$ cat config.mk
export PLATFORM = sky130hd
export DESIGN_NAME = dsa_job_sched
export DESIGN_NICKNAME = d
export VERILOG_FILES = /design/src/rtl/dsa_job_sched.sv
export SDC_FILE = /design/constraint.sdc
export NUM_CORES = 1
export LEC_CHECK = 0
export CAP_MARGIN = 40
export CORE_MARGIN = 10
export CORE_UTILIZATION = 40
export CTS_CLUSTER_DIAMETER = 120
export DETAILED_ROUTE_END_ITERATION = 16
export HOLD_SLACK_MARGIN = 0.06
export PLACE_DENSITY = 0.69
export SYNTH_ARGS = -nofsm -noshare
export SYNTH_HDL_FRONTEND = slang
export SYNTH_SLANG_ARGS = --single-unit
export TNS_END_PERCENT = 1
$ cat constraint.sdc
create_clock -name clk_50 -period 5.4 [get_ports clk_50]
set_clock_uncertainty 0.05 [all_clocks]
set_input_delay 1.62 -clock clk_50 [delete_from_list [all_inputs] [get_ports clk_50]]
set_output_delay 1.62 -clock clk_50 [all_outputs]
set_load 0.01 [all_outputs]
$ cat src/rtl/dsa_job_sched.sv
// dsa_job_sched: job queue in front of the bilinear scaling core.
// It buffers {in_w, in_h, scale_q88} jobs and launches them one after another.
// It holds the core configuration stable while a job runs.
// It also gates JTAG input-BRAM writes, keeps per-job perf counters and sticky errors.
module dsa_job_sched #(
  parameter int DEPTH = 4,
  parameter int TMO_W = 8
) (
  input  logic                     clk_50,
  input  logic                     rst,
  input  logic                     job_push,
  input  logic [15:0]              job_in_w,
  input  logic [15:0]              job_in_h,
  input  logic [15:0]              job_scale_q88,
  input  logic                     abort,
  input  logic                     clr_err,
  output logic                     job_full,
  output logic [$clog2(DEPTH):0]   job_count,
  output logic                     core_start,
  output logic [15:0]              core_in_w,
  output logic [15:0]              core_in_h,
  output logic [15:0]              core_scale_q88,
  input  logic                     core_busy,
  input  logic                     core_done,
  input  logic [31:0]              core_flops,
  output logic                     in_wr_allow,
  output logic                     sched_busy,
  output logic [15:0]              jobs_done,
  output logic [31:0]              last_flops,
  output logic [31:0]              total_flops,
  output logic                     err_badcfg,
  output logic                     err_overflow,
  output logic                     err_timeout
);

  localparam int PW = $clog2(DEPTH);
  localparam int CW = PW + 1;
  localparam logic [CW-1:0]    FULL_CNT = CW'(DEPTH);
  localparam logic [TMO_W-1:0] TMO_MAX  = {TMO_W{1'b1}};

  typedef enum logic [2:0] {
    S_IDLE      = 3'd0,
    S_LAUNCH    = 3'd1,
    S_WAIT_BUSY = 3'd2,
    S_RUN       = 3'd3,
    S_RETIRE    = 3'd4
  } state_t;

  state_t            state_q, state_d;
  logic [47:0]       fifo_q [DEPTH];
  logic [47:0]       fifo_d [DEPTH];
  logic [PW-1:0]     wr_ptr_q, wr_ptr_d, rd_ptr_q, rd_ptr_d;
  logic [CW-1:0]     count_q, count_d;
  logic [TMO_W-1:0]  tmo_q, tmo_d;
  logic [31:0]       flops_cap_q, flops_cap_d;
  logic              core_start_q, core_start_d;
  logic [15:0]       core_in_w_q, core_in_w_d, core_in_h_q, core_in_h_d;
  logic [15:0]       core_scale_q, core_scale_d;
  logic              in_wr_allow_q, in_wr_allow_d;
  logic              sched_busy_q, sched_busy_d;
  logic              job_full_q, job_full_d;
  logic [15:0]       jobs_done_q, jobs_done_d;
  logic [31:0]       last_flops_q, last_flops_d;
  logic [31:0]       total_flops_q, total_flops_d;
  logic              err_badcfg_q, err_badcfg_d;
  logic              err_overflow_q, err_overflow_d;
  logic              err_timeout_q, err_timeout_d;

  logic              cfg_ok_s, can_pop_s, push_acc_s;
  logic              badcfg_ev_s, ovf_ev_s, tmo_ev_s;
  logic [47:0]       head_s;
  logic [32:0]       sum_s;

  // Next-state logic: queue bookkeeping, job sequencing, counters and sticky errors.
  always_comb begin
    cfg_ok_s    = (job_in_w != 16'd0) && (job_in_h != 16'd0) && (job_scale_q88 != 16'd0);
    // A pop only happens where the FSM can hand a job to the core; abort blocks it.
    can_pop_s   = (count_q != {CW{1'b0}}) && !abort &&
                  ((state_q == S_IDLE) || (state_q == S_RETIRE));
    push_acc_s  = job_push && !abort && cfg_ok_s && ((count_q != FULL_CNT) || can_pop_s);
    badcfg_ev_s = job_push && !abort && !cfg_ok_s;
    ovf_ev_s    = job_push && !abort && cfg_ok_s && (count_q == FULL_CNT) && !can_pop_s;
    head_s      = fifo_q[rd_ptr_q];
    sum_s       = {1'b0, total_flops_q} + {1'b0, flops_cap_q};
    tmo_ev_s    = 1'b0;

    fifo_d        = fifo_q;
    wr_ptr_d      = wr_ptr_q;
    rd_ptr_d      = rd_ptr_q;
    count_d       = count_q;
    state_d       = state_q;
    tmo_d         = tmo_q;
    flops_cap_d   = flops_cap_q;
    core_in_w_d   = core_in_w_q;
    core_in_h_d   = core_in_h_q;
    core_scale_d  = core_scale_q;
    jobs_done_d   = jobs_done_q;
    last_flops_d  = last_flops_q;
    total_flops_d = total_flops_q;

    if (push_acc_s) begin
      fifo_d[wr_ptr_q] = {job_in_w, job_in_h, job_scale_q88};
      wr_ptr_d         = wr_ptr_q + PW'(1'b1);
    end else begin
      wr_ptr_d = wr_ptr_q;
    end

    // The popped head becomes the core config and stays there until the next pop.
    if (can_pop_s) begin
      core_in_w_d  = head_s[47:32];
      core_in_h_d  = head_s[31:16];
      core_scale_d = head_s[15:0];
      rd_ptr_d     = rd_ptr_q + PW'(1'b1);
    end else begin
      rd_ptr_d = rd_ptr_q;
    end

    if (abort) begin
      rd_ptr_d = wr_ptr_q;
      count_d  = {CW{1'b0}};
    end else begin
      count_d = count_q + CW'(push_acc_s) - CW'(can_pop_s);
    end

    case (state_q)
      S_IDLE: begin
        if (can_pop_s) begin
          state_d = S_LAUNCH;
        end else begin
          state_d = S_IDLE;
        end
      end
      S_LAUNCH: begin
        tmo_d   = {TMO_W{1'b0}};
        state_d = S_WAIT_BUSY;
      end
      S_WAIT_BUSY: begin
        if (core_done) begin
          flops_cap_d = core_flops;
          state_d     = S_RETIRE;
        end else if (core_busy) begin
          state_d = S_RUN;
        end else if (tmo_q == TMO_MAX) begin
          // The core never picked the job up, so drop it without touching the counters.
          tmo_ev_s = 1'b1;
          state_d  = S_IDLE;
        end else begin
          tmo_d = tmo_q + TMO_W'(1'b1);
        end
      end
      S_RUN: begin
        if (core_done) begin
          flops_cap_d = core_flops;
          state_d     = S_RETIRE;
        end else begin
          state_d = S_RUN;
        end
      end
      S_RETIRE: begin
        jobs_done_d   = jobs_done_q + 16'd1;
        last_flops_d  = flops_cap_q;
        total_flops_d = sum_s[32] ? 32'hFFFF_FFFF : sum_s[31:0];
        if (can_pop_s) begin
          state_d = S_LAUNCH;
        end else begin
          state_d = S_IDLE;
        end
      end
      default: begin
        state_d = S_IDLE;
      end
    endcase

    core_start_d   = (state_d == S_LAUNCH);
    in_wr_allow_d  = (state_d == S_IDLE) && (count_d == {CW{1'b0}});
    sched_busy_d   = (state_d != S_IDLE) || (count_d != {CW{1'b0}});
    job_full_d     = (count_d == FULL_CNT);
    // A same-cycle error event wins over clr_err.
    err_badcfg_d   = (err_badcfg_q   && !clr_err) || badcfg_ev_s;
    err_overflow_d = (err_overflow_q && !clr_err) || ovf_ev_s;
    err_timeout_d  = (err_timeout_q  && !clr_err) || tmo_ev_s;
  end

  // State registers with synchronous reset back to an empty, idle scheduler.
  always_ff @(posedge clk_50) begin
    if (rst) begin
      for (int i = 0; i < DEPTH; i++) begin
        fifo_q[i] <= 48'd0;
      end
      state_q        <= S_IDLE;
      wr_ptr_q       <= {PW{1'b0}};
      rd_ptr_q       <= {PW{1'b0}};
      count_q        <= {CW{1'b0}};
      tmo_q          <= {TMO_W{1'b0}};
      flops_cap_q    <= 32'd0;
      core_start_q   <= 1'b0;
      core_in_w_q    <= 16'd0;
      core_in_h_q    <= 16'd0;
      core_scale_q   <= 16'd0;
      in_wr_allow_q  <= 1'b1;
      sched_busy_q   <= 1'b0;
      job_full_q     <= 1'b0;
      jobs_done_q    <= 16'd0;
      last_flops_q   <= 32'd0;
      total_flops_q  <= 32'd0;
      err_badcfg_q   <= 1'b0;
      err_overflow_q <= 1'b0;
      err_timeout_q  <= 1'b0;
    end else begin
      fifo_q         <= fifo_d;
      state_q        <= state_d;
      wr_ptr_q       <= wr_ptr_d;
      rd_ptr_q       <= rd_ptr_d;
      count_q        <= count_d;
      tmo_q          <= tmo_d;
      flops_cap_q    <= flops_cap_d;
      core_start_q   <= core_start_d;
      core_in_w_q    <= core_in_w_d;
      core_in_h_q    <= core_in_h_d;
      core_scale_q   <= core_scale_d;
      in_wr_allow_q  <= in_wr_allow_d;
      sched_busy_q   <= sched_busy_d;
      job_full_q     <= job_full_d;
      jobs_done_q    <= jobs_done_d;
      last_flops_q   <= last_flops_d;
      total_flops_q  <= total_flops_d;
      err_badcfg_q   <= err_badcfg_d;
      err_overflow_q <= err_overflow_d;
      err_timeout_q  <= err_timeout_d;
    end
  end

  assign job_full       = job_full_q;
  assign job_count      = count_q;
  assign core_start     = core_start_q;
  assign core_in_w      = core_in_w_q;
  assign core_in_h      = core_in_h_q;
  assign core_scale_q88 = core_scale_q;
  assign in_wr_allow    = in_wr_allow_q;
  assign sched_busy     = sched_busy_q;
  assign jobs_done      = jobs_done_q;
  assign last_flops     = last_flops_q;
  assign total_flops    = total_flops_q;
  assign err_badcfg     = err_badcfg_q;
  assign err_overflow   = err_overflow_q;
  assign err_timeout    = err_timeout_q;

endmodule

# Yosys cells after proc, flatten, opt, wreduce, memory -nomap -nowiden
# Cells that the tools add are included.
[word_totals]
ff_bits = 377
in_bits = 87
out_inout_bits = 138
wordCells = 111
[classes]
n_addsub = 7
n_lt_le_gt_ge = 3
n_eq_ne = 12
n_mux = 24
bitwise = 2
reduce_logical = 40
[ops]
columns = ["op", "n"]
rows = [
  ["192-bit bitwise mux", 1],
  ["48-bit 2-to-1 mux", 3],
  ["48-bit binary-select mux with 2-bit select", 1],
  ["48-bit demux with 2-bit select", 1],
  ["16-bit nonzero test", 3],
  ["32-bit by 32-bit adder with 33-bit output", 1],
  ["32-bit 2-to-1 mux", 1],
  ["8-bit 2-to-1 mux", 3],
  ["16-bit by 1-bit adder with 16-bit output (second input constant)", 1],
  ["8-bit case mux with 2 select lines", 1],
  ["1-bit logical AND", 15],
  ["3-bit 2-to-1 mux", 5],
  ["3-bit case mux with 4 select lines", 1],
  ["3-bit == test (second input constant)", 3],
  ["3-bit zero test", 3],
  ["3-bit nonzero test", 3],
  ["8-bit by 1-bit adder with 8-bit output (second input constant)", 1],
  ["8-bit == test (second input constant)", 1],
  ["3-bit by 1-bit == test with 1-bit output (second input constant)", 2],
  ["3-bit by 2-bit == test with 1-bit output (second input constant)", 2],
  ["3-bit >= comparator (second input constant)", 2],
  ["1-bit logical OR", 6],
  ["2-bit != test (second input constant)", 3],
  ["2-bit inverter with 3-bit output", 2],
  ["other kinds (12)", 23],
]

# Longest topological paths before layout
[depth]
depth_word = 10
mapped_depth = 18
depth_no_buf = 17

# Worst setup path after synthesis
# Ideal clock, no wire load.
[synth_timing]
path_type = "input port to flip-flop"
startpoint = "input port abort"
endpoint = "register sched_busy_q, in the netlist sched_busy"
setup_time_ns = 0.136
t_arrival_ns = 4.118
required_ns = 5.214
slack_ns = 1.096
cell_stages = 16
path_buffers = 2
path_cell_list = "buf_2 -> nor3_1 -> or4b_1 -> nor2b_1 -> buf_2 -> inv_1 -> ha_1 -> inv_1 -> ha_1 -> inv_1 -> fa_1 -> xor2_1 -> xnor2_1 -> a31oi_1 -> nor3_1 -> nor2_1"
[synth_between]
elab_chain_cells = 10
word_cells_on_any_way = 15
classes_between = "2 x add/sub; 3 x mux; 10 x reduce/logical"
[synth_rtl]
columns = ["item", "line", "source"]
rows = [
  ["from (decl)", "15", "input logic abort,"],
  ["1-bit zero test", "78, 80", ""],
  ["1-bit logical AND (2 in a row)", "78", "can_pop_s = (count_q != {CW{1'b0}}) && !abort &&"],
  ["1-bit logical OR", "80", "push_acc_s = job_push && !abort && cfg_ok_s && ((count_q != FULL_CNT) || can_pop_s);"],
  ["1-bit logical AND", "80", ""],
  ["3-bit by 1-bit adder with 3-bit output", "122", "count_d = count_q + CW'(push_acc_s) - CW'(can_pop_s);"],
  ["3-bit by 1-bit subtractor with 3-bit output", "122", ""],
  ["3-bit 2-to-1 mux", "118", "if (abort) begin"],
  ["3-bit nonzero test", "176", "sched_busy_d = (state_d != S_IDLE) || (count_d != {CW{1'b0}});"],
  ["1-bit logical OR (*)", "176", ""],
  ["to (signal assigned)", "222", "sched_busy_q <= sched_busy_d;"],
  ["to (decl)", "60", "logic sched_busy_q, sched_busy_d;"],
]
# Every way passes the cells marked *; elsewhere a longest branch is shown, timed or not.
# A chain may end at the register's enable or synchronous reset.

# Worst setup path after layout
[layout_timing]
startpoint = "input port job_in_h[2]"
endpoint = "register sched_busy_q, in the netlist sched_busy"
[layout_between]
elab_chain_cells = 10
[layout_rtl]
columns = ["item", "line", "source"]
rows = [
  ["from (decl)", "13", "input logic [15:0] job_in_h,"],
  ["16-bit nonzero test", "76", "cfg_ok_s = (job_in_w != 16'd0) && (job_in_h != 16'd0) && (job_scale_q88 != 16'd0);"],
  ["1-bit logical AND (2 in a row)", "76", ""],
  ["1-bit logical AND (2 in a row)", "80", ""],
  ["3-bit by 1-bit adder with 3-bit output", "122", ""],
  ["3-bit by 1-bit subtractor with 3-bit output", "122", ""],
  ["3-bit 2-to-1 mux", "118", ""],
  ["3-bit nonzero test", "176", ""],
  ["1-bit logical OR", "176", ""],
]
# No other way between the ends.

==> results summary <==
The run finished with clean final reports. For this run, design rule violations remaining after detail routing come to 0. Of all flip-flops after synthesis, the portion carrying an async set or reset was 0. Across every metal layer, demand over resource in global routing totals 0.1905. The HPWL after detailed placement is 32.18 mm.

The hold violation total from the final report came out at 0. During placement, the flow inserted port buffers numbering 224. The maximum VDD drop came out at 282.8 uV.

Buffers added to address setup during post-CTS repair amount to 0. The area overhead of the layout relative to synthesis is 25.76%. The peak per-stage delay on the critical path is roughly 610 ps. In this run the static leakage power is between 6 and 7 nW. Among all flip-flop cells after synthesis, the most frequent one is sky130_fd_sc_hd__dfxtp_1.

Of the synthesized area, sequential elements account for 0.4671. The number of placement rows is 73. The terminus of the critical flop-to-flop path is total_flops[4].

The number of iterations in the first detailed-routing pass came out at 5. The actual slew at the worst max-slew pin is 901.3 ps. After synthesis, the netlist uses 58 different library cells.

Summing all multi-input logic gate instances after layout gives roughly 0.0080 mm^2. The final route contains 14.34k vias. STA classifies the critical path endpoint as a flop. The maximum clock rate is 213.2 MHz.

Setup repair after global routing left no endpoint under its margin. STA classifies the critical path startpoint as a primary input. The clock latency on the worst-skew pair is 570 ps. The number of global-route vias before repair is approximately 14k. The power density of the placed cells came out at 301.5 mW/mm^2.

In this run, post-CTS repair resized a total of 0 instances. In this run the worst path has a maximum fanout of 5. In this run the cell area of the synthesized design comes to ~0.016 mm^2. The number of levels the H-tree was split into came out at 2. The worst register-to-register path has a setup slack of about 2000 ps.

The number of top-level design ports is 225. The final net count came out at 2238. The number of buffers inserted for hold repair after clock tree synthesis came out at 0.

The largest total area in the synthesized netlist belongs to sky130_fd_sc_hd__dfxtp_1. The sink count of the clock tree is approximately 380. In this run the worst setup path terminates at sched_busy. The count of buffering cells on the critical path with inverters included is 4. The total of fill cells in the finished design came out at 3711. The instance count on the critical path came out at 17. Among the stages of the critical path, the cell type that occurs most often is sky130_fd_sc_hd__inv_1. The startpoint of the most critical register-to-register path is total_flops[0].

The fraction of post-synthesis cell area in the top cell type by area came out at 0.4671. The depth of the worst register-to-register path came out at 11. From left edge to right edge, the die measures between 200 and 250 um.

The critical path data arrival time came out at 5030 ps. The CTS root buffer is sky130_fd_sc_hd__clkbuf_16. In the post-synthesis netlist, the cell with the most instances is sky130_fd_sc_hd__nand2_1. Setup violations remaining at the end of the flow were counted as 0.

The tightest min-delay check is of the flop to flop type. The maximum buffer depth of the clock tree came out at 3. The detail-routed net length per standard cell is 18.31 um. The remaining antenna violation count after routing is 0. For this run the aggregate overflow at the end of global routing stands at 0. The number of maximum-capacitance constraint violations came out at 0. The number of buffers created by CTS came out at 43. The height of the die is 221.0 um. The number of slew-limit violations in the final report is 0.

In the finished design, the share of the clock period the worst path needs comes to 0.8688. The initial antenna violation count is 8. The global-route wire length before repair came out at 77.22 mm.

Data on the critical path is required at its endpoint by 5730 ps. Yosys mapped a number of flops with a built-in enable equal to 0. Ranked by total cell area, the synthesized netlist is headed by sky130_fd_sc_hd__dfxtp_1, sky130_fd_sc_hd__nand2_1, sky130_fd_sc_hd__a21oi_1. The critical path startpoint is job_in_h[2].

The critical path is of the primary input to flop type. Entering global routing, the biggest net connects 131 pins. The worst path needs ~4700 ps of the cycle, external delays included.

The count of routing violations after the opening detailed-route iteration came out at 1418. The signal on the critical path passes through clkdlybuf4s50_1 > nor4_1 > nand4_1 > nand3_1 > or3b_2 > nor2b_1 > inv_1 > ha_1 > inv_1 > ha_1 > inv_1 > fa_1 > xor2_1 > xnor2_1 > a31oi_1 > nor3_1 > nor2_1. Across the whole layout, storage elements account for 0.007550 mm^2. The total nets after synthesis came out at 2078.

The accumulated negative setup slack is 0 ps. Synthesis produced a netlist whose cell count is between 1.5k and 2k. The initial utilization of the core area, before any placement, comes to 0.4058. TritonCTS built the clock tree. The warning count from the yosys run is 0. The routed via count divided by cell count came out at 5.373. Among all stages on the critical path, the largest delay is contributed by sky130_fd_sc_hd__clkdlybuf4s50_1. Along the worst hold path, the cell count comes to 2.

Clock-pin slew was measured on the worst setup and hold paths at around 60 ps. Broken down by cell family, the worst path's largest delay share belongs to simple AND/OR/NAND/NOR gates. The final weighted congestion in routability-driven placement is around 0.84. The core region is 0.03982 mm^2. The final core utilization came out at 0.5103. The fraction of layout instances using a drive strength above 1 is 0.08407. The commonest cells after synthesis are sky130_fd_sc_hd__nand2_1, sky130_fd_sc_hd__dfxtp_1, sky130_fd_sc_hd__a21oi_1. The die covers 0.04884 mm^2. The final layout contains routed wiring with a total length of around 49 mm. After synthesis the netlist holds a flip-flop and latch count of 377.

The headroom to the max-slew limit came out at 0.3991. The mean instance size in the synthesized netlist is between 8 and 9 um^2.
==> power breakdown <==
part	total, W	switching, W	internal, W
registers	0.00286	0.0000298	0.00283
logic	0.000450	0.000263	0.000187
clock network	0.00282	0.00116	0.00165
total	0.00613	0.00146	0.00467
==> final cells by class <==
type	count	area share
multi-input combinational	1415	0.3935
clock inverter	11	0.004802
timing repair buffer	251	0.1300
inverter	21	0.003879
sequential	377	0.3715
antenna	3	0.0003694
clock buffer	66	0.06360
tap	525	0.03232
==> per-layer routing <==
| metal | routed length, um | global-route usage | vias to the layer above |
|---|---|---|---|
| li1 | - | - | 6916 |
| met1 | 20900 | 0.2391 | 6834 |
| met2 | 23230 | 0.3139 | 502 |
| met3 | 3456 | 0.04376 | 78 |
| met4 | 1212 | 0.06737 | 10 |
| met5 | 60 | 0 | - |
==> placed cells by master, fill, tap and decap left out, types with 11 or more instances in the layout <==
| cell type | instances |
|---|---|
| sky130_fd_sc_hd__clkbuf_8 | 13 |
| sky130_fd_sc_hd__xnor2_1 | 21 |
| sky130_fd_sc_hd__o21ai_0 | 15 |
| sky130_fd_sc_hd__buf_4 | 14 |
| sky130_fd_sc_hd__ha_1 | 40 |
| sky130_fd_sc_hd__nand2_1 | 650 |
| sky130_fd_sc_hd__xor2_1 | 28 |
| sky130_fd_sc_hd__mux4_2 | 48 |
| sky130_fd_sc_hd__clkbuf_16 | 43 |
| sky130_fd_sc_hd__a21o_1 | 15 |
| sky130_fd_sc_hd__nor4_1 | 14 |
| sky130_fd_sc_hd__a211oi_1 | 26 |
| sky130_fd_sc_hd__nand3_1 | 11 |
| sky130_fd_sc_hd__nor3_1 | 13 |
| sky130_fd_sc_hd__clkdlybuf4s50_1 | 223 |
| sky130_fd_sc_hd__dfxtp_1 | 375 |
| sky130_fd_sc_hd__nor2_1 | 85 |
| sky130_fd_sc_hd__nand4_1 | 17 |
| sky130_fd_sc_hd__a21oi_1 | 338 |
| sky130_fd_sc_hd__inv_1 | 20 |
==> worst min path at each step <==
stage	from	end	slack, ps
final	core_in_h[8]	core_in_h[8]	400
after global routing	fifo_q[82]	fifo_q[82]	420
after CTS	fifo_q[82]	fifo_q[82]	400
after detailed placement	fifo_q[82]	fifo_q[82]	400
after global placement	fifo_q[177]	fifo_q[177]	390
after floorplan	fifo_q[100]	fifo_q[100]	380
==> flip-flops by register name (all words and copies together), names as in the netlist, 8 cells and up <==
name and flops:
core_scale_q88 16, last_flops 32, core_in_w 16, fifo_q 192
tmo_q 8, total_flops 32, core_in_h 16, jobs_done 16
flops_cap_q 32
==> worst register-to-register path: stages (launching register included) <==
cell                       delay, ps
sky130_fd_sc_hd__dfxtp_1         320
sky130_fd_sc_hd__ha_1            250
sky130_fd_sc_hd__fa_1            410
sky130_fd_sc_hd__a21o_1          200
sky130_fd_sc_hd__a221oi_2        390
sky130_fd_sc_hd__a221oi_2        180
sky130_fd_sc_hd__nor3b_2         320
sky130_fd_sc_hd__o31ai_4         110
sky130_fd_sc_hd__o21a_2          270
sky130_fd_sc_hd__a31oi_4         440
sky130_fd_sc_hd__buf_16          240
sky130_fd_sc_hd__a211oi_2         90
==> per-stage QoR <==
stage | worst slack, ps | hold slack [ps] | power, W | instances | area, um^2
2_1_floorplan | 1096 | 383.1 | 0.003157 | 1949 | 16160
3_3_place_gp | 229.0 | 388.9 | 0.003348 | 2581 | 18730
3_5_place_dp | 166.5 | 395.5 | 0.003368 | 2589 | 18920
4_1_cts | 753.7 | 402.5 | 0.006192 | 2666 | 20310
5_1_grt | 528.7 | 416.9 | 0.006346 | 2669 | 20320
6_report | 708.6 | 402.3 | 0.006128 | 2669 | 20320
==> kinds of logic (layout without fill, tap and decap cells) <==
group,after synthesis,after routing,share of synthesized area
muxes,51,51,0.06876
buffers and inverters,157,349,0.04042
other,0,3,0
xor gates and xnor gates,49,49,0.02656
DFF,377,377,0.4671
adders and majority gates,42,42,0.03345
and+or+nand+nor,827,827,0.2047
AOI/OAI and AO/OA,446,446,0.1590
No activity file was read; power rests on OpenSTA's default activity.
